==> src/rtl/spi_arbiter_if.sv <==
// spi_arbiter_if: requester req/cmd/lock/gnt/done/resp, shared SPI_mnrch snd/cmd/done/resp, busy/owner/tmo_err status
interface spi_arbiter_if;
  logic req0, lock0, req1, lock1, gnt0, gnt1, done0, done1, spi_snd, spi_done, busy, owner, tmo_err;
  logic [15:0] cmd0, cmd1, resp, spi_cmd, spi_resp;
  modport slave(
    input req0, cmd0, lock0, req1, cmd1, lock1, spi_done, spi_resp,
    output gnt0, gnt1, done0, done1, resp, spi_snd, spi_cmd, busy, owner, tmo_err
  );
  modport master(
    output req0, cmd0, lock0, req1, cmd1, lock1, spi_done, spi_resp,
    input gnt0, gnt1, done0, done1, resp, spi_snd, spi_cmd, busy, owner, tmo_err
  );
endinterface

==> src/rtl/spi_arbiter.sv <==
// spi_arbiter: round-robin sharing of SPI_mnrch between two requesters with bus lock and lock watchdog; ports clk, rst_n, bus (spi_arbiter_if.slave)
module spi_arbiter #(
  parameter int LOCK_TMO = 600
) (
  input logic clk,
  input logic rst_n,
  spi_arbiter_if.slave bus
);
  localparam int TW = $clog2(LOCK_TMO + 1);
  typedef enum logic [1:0] {IDLE, XFER, HOLD} state_t;
  state_t state, state_nx;
  logic rr_ptr, owner, lock_q, snd, gnt0, gnt1, sel, own_req, launch, fin, tmo;
  logic [15:0] cmd_q, resp_q;
  logic [TW-1:0] tmr;
  always_ff @(posedge clk) state <= !rst_n ? IDLE : state_nx;
  always_comb begin
    own_req = owner ? bus.req1 : bus.req0;
    sel = (state == HOLD) ? owner : ((bus.req0 && bus.req1) ? rr_ptr : bus.req1);
    launch = (state == IDLE) ? (bus.req0 || bus.req1) : (state == HOLD && own_req);
    fin = state == XFER && bus.spi_done;
    tmo = state == HOLD && !own_req && tmr == TW'(LOCK_TMO);
    state_nx = launch ? XFER : tmo ? IDLE : fin ? (lock_q ? HOLD : IDLE) : state;
  end
  always_ff @(posedge clk)
    if (!rst_n) begin
      rr_ptr <= 1'b0;
      owner <= 1'b0;
      lock_q <= 1'b0;
      snd <= 1'b0;
      gnt0 <= 1'b0;
      gnt1 <= 1'b0;
      cmd_q <= '0;
      resp_q <= '0;
      tmr <= '0;
    end else begin
      snd <= launch;
      gnt0 <= launch && !sel;
      gnt1 <= launch && sel;
      tmr <= (state == HOLD && !own_req && !tmo) ? tmr + 1'b1 : '0;
      if (launch) begin
        owner <= sel;
        cmd_q <= sel ? bus.cmd1 : bus.cmd0;
        lock_q <= sel ? bus.lock1 : bus.lock0;
      end
      if (fin) resp_q <= bus.spi_resp;
      if ((fin && !lock_q) || tmo) rr_ptr <= ~owner;
      if (tmo) lock_q <= 1'b0;
    end
  always_comb begin
    bus.spi_snd = snd;
    bus.spi_cmd = cmd_q;
    bus.gnt0 = gnt0;
    bus.gnt1 = gnt1;
    bus.done0 = fin && !owner;
    bus.done1 = fin && owner;
    bus.resp = fin ? bus.spi_resp : resp_q;
    bus.busy = state != IDLE;
    bus.owner = owner;
    bus.tmo_err = tmo;
  end
endmodule
==> src/flat_wrapper.sv <==
// flat-port wrapper written by rule: the top's interface ports become plain ports
module spi_arbiter_flat 
#(
  parameter int LOCK_TMO = 600
)
  (clk, rst_n, bus_req0, bus_cmd0, bus_lock0, bus_req1, bus_cmd1, bus_lock1, bus_spi_done, bus_spi_resp, bus_gnt0, bus_gnt1, bus_done0, bus_done1, bus_resp, bus_spi_snd, bus_spi_cmd, bus_busy, bus_owner, bus_tmo_err);
  spi_arbiter_if bus_i ();
  input logic clk;
  input logic rst_n;
  input wire logic [$bits(bus_i.req0)-1:0] bus_req0;
  input wire logic [$bits(bus_i.cmd0)-1:0] bus_cmd0;
  input wire logic [$bits(bus_i.lock0)-1:0] bus_lock0;
  input wire logic [$bits(bus_i.req1)-1:0] bus_req1;
  input wire logic [$bits(bus_i.cmd1)-1:0] bus_cmd1;
  input wire logic [$bits(bus_i.lock1)-1:0] bus_lock1;
  input wire logic [$bits(bus_i.spi_done)-1:0] bus_spi_done;
  input wire logic [$bits(bus_i.spi_resp)-1:0] bus_spi_resp;
  output wire logic [$bits(bus_i.gnt0)-1:0] bus_gnt0;
  output wire logic [$bits(bus_i.gnt1)-1:0] bus_gnt1;
  output wire logic [$bits(bus_i.done0)-1:0] bus_done0;
  output wire logic [$bits(bus_i.done1)-1:0] bus_done1;
  output wire logic [$bits(bus_i.resp)-1:0] bus_resp;
  output wire logic [$bits(bus_i.spi_snd)-1:0] bus_spi_snd;
  output wire logic [$bits(bus_i.spi_cmd)-1:0] bus_spi_cmd;
  output wire logic [$bits(bus_i.busy)-1:0] bus_busy;
  output wire logic [$bits(bus_i.owner)-1:0] bus_owner;
  output wire logic [$bits(bus_i.tmo_err)-1:0] bus_tmo_err;
  assign bus_i.req0 = bus_req0;
  assign bus_i.cmd0 = bus_cmd0;
  assign bus_i.lock0 = bus_lock0;
  assign bus_i.req1 = bus_req1;
  assign bus_i.cmd1 = bus_cmd1;
  assign bus_i.lock1 = bus_lock1;
  assign bus_i.spi_done = bus_spi_done;
  assign bus_i.spi_resp = bus_spi_resp;
  assign bus_gnt0 = bus_i.gnt0;
  assign bus_gnt1 = bus_i.gnt1;
  assign bus_done0 = bus_i.done0;
  assign bus_done1 = bus_i.done1;
  assign bus_resp = bus_i.resp;
  assign bus_spi_snd = bus_i.spi_snd;
  assign bus_spi_cmd = bus_i.spi_cmd;
  assign bus_busy = bus_i.busy;
  assign bus_owner = bus_i.owner;
  assign bus_tmo_err = bus_i.tmo_err;
  spi_arbiter #(.LOCK_TMO(LOCK_TMO)) u_core (.clk(clk), .rst_n(rst_n), .bus(bus_i));
endmodule
==> config.mk <==
export PLATFORM = sky130hd
export DESIGN_NAME = spi_arbiter_flat
export DESIGN_NICKNAME = d
export VERILOG_FILES = /design/src/rtl/spi_arbiter_if.sv /design/src/rtl/spi_arbiter.sv /design/src/flat_wrapper.sv
export SDC_FILE = /design/constraint.sdc
export NUM_CORES = 1
export LEC_CHECK = 0
export CORE_ASPECT_RATIO = 0.6
export CORE_MARGIN = 3
export CORE_UTILIZATION = 44
export CTS_BUF_LIST = sky130_fd_sc_hd__clkbuf_8
export DETAILED_ROUTE_END_ITERATION = 8
export HOLD_SLACK_MARGIN = 0.06
export PLACE_DENSITY = 0.82
export SYNTH_ARGS = -nofsm -noshare
export SYNTH_HDL_FRONTEND = slang
export SYNTH_SLANG_ARGS = --single-unit
export TNS_END_PERCENT = 100
==> constraint.sdc <==
create_clock -name clk -period 2 [get_ports clk]
set_clock_uncertainty 0.15 [all_clocks]
set_input_delay 0.4 -clock clk [delete_from_list [all_inputs] [get_ports clk]]
set_output_delay 0.4 -clock clk [all_outputs]
set_load 0.02 [all_outputs]
== Yosys cells after proc, flatten, opt, wreduce, memory -nomap -nowiden ==
Index checks and enable logic that the tools add are counted.
Storage, ports and cells
  register bits: 50
Operators by class
  bitwise operators: 2
  add/subtract/negate cells: 1
  equal/unequal tests: 3
  reduce and logical (&&, ||, !) cells: 24
  muxes and demuxes: 11
Operators with widths (number)
  $mux 16: 2
  $logic_and 1x1->1: 11
  $add 10x1->10 const B: 1
  $eq 10x10->1 const B: 1
  $mux 1: 8
  $logic_not 1->1: 5
  $reduce_bool 3->1: 1
  $reduce_or 3->1: 1
  $eq 2x1->1 const B: 1
  $eq 2x2->1 const B: 1
  $logic_not 2->1: 1
  $logic_or 1x1->1: 2
  $mux 2: 1
  $not 1->1: 2
  $reduce_and 2->1: 1
  $reduce_bool 2->1: 1
  $reduce_or 2->1: 1

== Logic depth before layout (Yosys ltp) ==
  depth after elaboration: 7
  mapped depth: 7
  gate-level depth less buffers: 6

== Worst setup path before layout ==
Ideal clock, no wire load.
  kind: flip-flop to output port
  start point: register u_core.state[1]
  end point: output bus_resp[0]
  buffers on the path: 1
  cell stages (with the launch flop): 4
  data required time: 1.450 ns
  setup slack: 0.293 ns
  data arrival time: 1.157 ns
  path through: dfxtp_1 nand3b_1 buf_2 mux2_2
Between the ends
  word-level cells in the longest chain between the ends: 3
Ends and longest elaborated chain
  start, declared: RTL line spi_arbiter.sv:11  | state_t state, state_nx;
  start signal, assigned: RTL line spi_arbiter.sv:15  | always_ff @(posedge clk) state <= !rst_n ? IDLE : state_nx;
  $eq 2x1->1: RTL line spi_arbiter.sv:20  | fin = state == XFER && bus.spi_done;
  $logic_and 1x1->1: RTL line spi_arbiter.sv:20
  $mux 16: RTL line spi_arbiter.sv:56  | bus.resp = fin ? bus.spi_resp : resp_q;
  end, declared: RTL line flat_wrapper.sv:22  | output wire logic [$bits(bus_i.resp)-1:0] bus_resp;
Every way passes these cells.

== Final worst setup path ==
  start point: register u_core.state[1]
  end point: output bus_resp[8]
Same word-level chain as after synthesis.

==> reports/metrics.csv <==
stage;metric;value;unit
logic_synthesis;syn nets;280;
timing;max_slew headroom;0.648;
final_layout;Finished Cell Area;3740;µm²
timing;Slew Limit Fails;0;
cts;Clk Tree Root Cell;clkbuf_8;
outcome;status;finished with violations;
place;Port-buffer cells;94;
timing;Setup-failing EPs final;16;
power_and_ir_drop;Clock power frac;0.255;
logic_synthesis;sequential share of the synthesized area;0.438;
timing;sum of negative setup slack;-0.727;ns
final_layout;Antenna Diode Count;0;
place;Placed Area;3430;µm²
setup_path;critical path depth in cells;5;
die;Die Wd;99;µm
power_and_ir_drop;Sw Share;0.283;
outcome;violated checks;negative setup slack;
setup_path;worst-path fanout max;8;
die;Site Rows;19;
final_layout;final core occ;0.782;
timing;fin worst setup slack;-0.0824;ns
setup_path;cells on worst reg2reg path;10;
setup_path;cell family with most CP delay;buffers and inverters;
cts;H-tree depth;2;
die;IO Count;95;
logic_synthesis;Syn. warnings;0;
die;total core area;4780;µm²
detailed_routing;residual DRC count;0;
logic_synthesis;ranking of synthesized cells by area;dfxtp_1 (44%), mux2i_1 (8.3%), mux2_2 (7.9%);
detailed_routing;post-route ant nets;0;
setup_path;flop2flop setup slack;0.14;ns
worst_hold_path;Hold Crit Class;register to register;
timing;RSZ-0062 raised after global routing;yes;
cts;clock slew at reported path FFs;0.09;ns
power_and_ir_drop;logic gate share of total power;0.290;
setup_path;reg2reg start;u_core.tmr[0]$_SDFF_PN0_;
final_layout;layout cell share with drive strength beyond 1;0.303;
global_route;initial antenna violation count;0;
cts;CTS Hold Buffers Added;0;
setup_path;worst reg2reg endpoint;u_core.rr_ptr$_SDFFE_PN0P_;
global_route;total grt overflow;0;
global_route;global-route wire length before repair;9490;µm
power_and_ir_drop;Leakage;1.54;nW
setup_path;CP max stage delay;0.33;ns
power_and_ir_drop;Peak VDD IR;0.419;mV
place;detailed placement HPWL;4340;µm
setup_path;CP most frequent cell;buf_6;
setup_path;Worst Setup SP;u_core.state[1]$_SDFFE_PP0P_;
logic_synthesis;cell count after synthesis;223;
detailed_routing;routed length per instance;15.3;µm
detailed_routing;vias;2058;
timing;crit share post-route;1.04;
timing;fmax;480;MHz
timing;final hold vios;0;
logic_synthesis;Post-Syn Area;2280;µm²
detailed_routing;DRT Pass-1 Iters;4;
timing;Final Critical Period;2.08;ns
setup_path;slowest cell on the critical path;dfxtp_2;
power_and_ir_drop;Design Power;2.40;mW
worst_hold_path;hold_sp;u_core.rr_ptr$_SDFFE_PN0P_;
timing;Worst Tran Pin Value;0.528;ns
cts;worst skew pair latency;0.30;ns
setup_path;Buf+Inv Stages, Crit Path;3;
logic_synthesis;Post-synth top flop;dfxtp_1;
setup_path;critical-path cell list;nand3b_1, buf_6, buf_12, mux2_2, buf_6;
flow_run;Max Cap Violations;0;
die;die height;61.8;µm
detailed_routing;Iteration-0 DRC Markers;72;
power_and_ir_drop;Seq pwr share;0.455;
logic_synthesis;Post-synth top cells;dfxtp_1 (50), mux2i_1 (19), a21oi_1 (18), and2_1 (18), nor2_1 (18);
logic_synthesis;register bit total from synthesis;50;
power_and_ir_drop;Int Power;1.72;mW
setup_path;startpoint type of the worst setup path;register;
logic_synthesis;share of the synthesized area in the top cell type;0.438;
setup_path;crit path DAT;1.53;ns
final_layout;nets;399;
cts;CTS tree;yes;
detailed_routing;vias per inst;5.07;
setup_path;critical path endpoint category;primary output;
worst_hold_path;hold path cells;2;
logic_synthesis;Yosys top cell by area;dfxtp_1;
place;GPL Wtd Cong;0.775;
setup_path;Crit Path Class;register to primary output;
global_route;gr usage total;0.200;
global_route;largest net degree at the start of global routing;20;
die;Initial Utilization;0.478;
die;total die area;6120;µm²
global_route;number of global-route vias before repair;2050;
setup_path;Data required, critical path;1.45;ns
setup_path;worst setup path endpoint;bus_resp[8];
power_and_ir_drop;Sw Pwr;0.679;mW
logic_synthesis;syn_area_per_cell;10.2;µm²
cts;CTS sink cnt;50;
logic_synthesis;Post-synth EDFFs;0;
power_and_ir_drop;Cell Pwr Density;642;nW/µm²
logic_synthesis;distinct cell type count after synthesis;38;
final_layout;Layout area overhead;63.7;%
cts;Max clock buf depth;2;
logic_synthesis;async set-reset flop share out of synthesis;0;
detailed_routing;WL final;6200;µm
cts;number of buffers created by CTS;5;
logic_synthesis;count leader, synth;dfxtp_1;
==> sequential cells by signal, summed over array words and instances, names as in the netlist <==
signal,flops
u_core.bus.owner,1
u_core.bus.spi_cmd,16
u_core.bus.gnt0,1
u_core.state,2
u_core.tmr,10
u_core.resp_q,16
u_core.bus.spi_snd,1
u_core.bus.gnt1,1
u_core.lock_q,1
u_core.rr_ptr,1
==> worst register-to-register path: stages (launching register included) <==
cell,delay (ns)
dfxtp_2,0.34
inv_2,0.06
ha_4,0.13
nor4b_4,0.20
nand4_1,0.15
buf_4,0.16
buf_4,0.12
buf_6,0.10
buf_6,0.12
o21ai_4,0.05
mux2i_1,0.20
==> layer usage <==
layer	global-route usage	routed length, µm
met2	0.323	2790
met4	0.0739	50
met1	0.250	2790
met3	0.0758	568
met5	0	0
==> power by group through the flow <==
| stage | sequential (mW) | combinational (mW) | clock [mW] |
|---|---|---|---|
| CTS | 1.09 | 0.655 | 0.616 |
| detailed placement | 1.11 | 0.645 | 0 |
| finish | 1.09 | 0.696 | 0.613 |
| floorplan | 1.16 | 0.284 | 0 |
| global route | 1.10 | 0.743 | 0.664 |
| global placement | 1.11 | 0.634 | 0 |
==> layout by cell type, fill, tap and decap left out, drive strengths merged, types with 2 or more instances in the layout <==
master,Yosys,layout
clkdlybuf4s50,0,70
buf,10,51
dfxtp,50,50
mux2i,19,19
and2,18,18
a21oi,18,18
nor2,18,18
a211oi,17,17
mux2,16,16
inv,10,10
nand2,8,8
xnor2,6,6
clkbuf,4,6
nand3,3,3
dlymetal6s2s,0,3
nor3,3,3
nand3b,2,2
nand4,2,2
xor2,2,2
dlygate4sd2,0,2
nor2b,2,2
a31oi,2,2
ha,2,2
==> per-stage QoR <==
stage | hold WS, ns | instances | setup slack [ns]
after floorplan | 0.280 | 223 | 0.293
after global placement | 0.299 | 391 | -0.599
after detailed placement | 0.311 | 391 | -0.628
after CTS | 0.323 | 406 | -0.0639
after global routing | 0.369 | 406 | -0.139
final | 0.346 | 406 | -0.0824
==> area by class of cell <==
cell class / count / area, µm²
inverter: 10 / 37.5
sequential: 50 / 1010
clock buffer: 6 / 82.6
fill: 295 / 1040
multi-input combinational: 149 / 1260
tap: 63 / 78.8
timing repair buffer: 126 / 1260
clock inverter: 2 / 12.5
==> what timing repair did <==
action,CTS,global route
hold endpoints to repair,0,0
pin swaps,3,3
cloned,1,1
gates resized for setup,104,50
buffers inserted,6,1
endpoints found under the setup margin,22,35
==> worst min path at each step <==
| stage | slack, ns | to |
|---|---|---|
| global placement | 0.30 | u_core.rr_ptr$_SDFFE_PN0P_ |
| finish | 0.35 | u_core.rr_ptr$_SDFFE_PN0P_ |
| CTS | 0.32 | u_core.rr_ptr$_SDFFE_PN0P_ |
| detailed placement | 0.31 | u_core.rr_ptr$_SDFFE_PN0P_ |
| global route | 0.37 | u_core.rr_ptr$_SDFFE_PN0P_ |
| floorplan | 0.28 | u_core.tmr[0]$_SDFF_PN0_ |
==> kinds of logic after synthesis <==
family	Yosys count	synth area share
AND/OR/NAND/NOR	62	0.148
XOR/XNOR	8	0.0307
AO/OA/AOI/OAI	42	0.145
adder cells (fa/ha/maj)	2	0.0110
buffers and inverters	24	0.0641
multiplexers	35	0.162
flip-flops	50	0.438
Power figures use the tool's default switching activity.
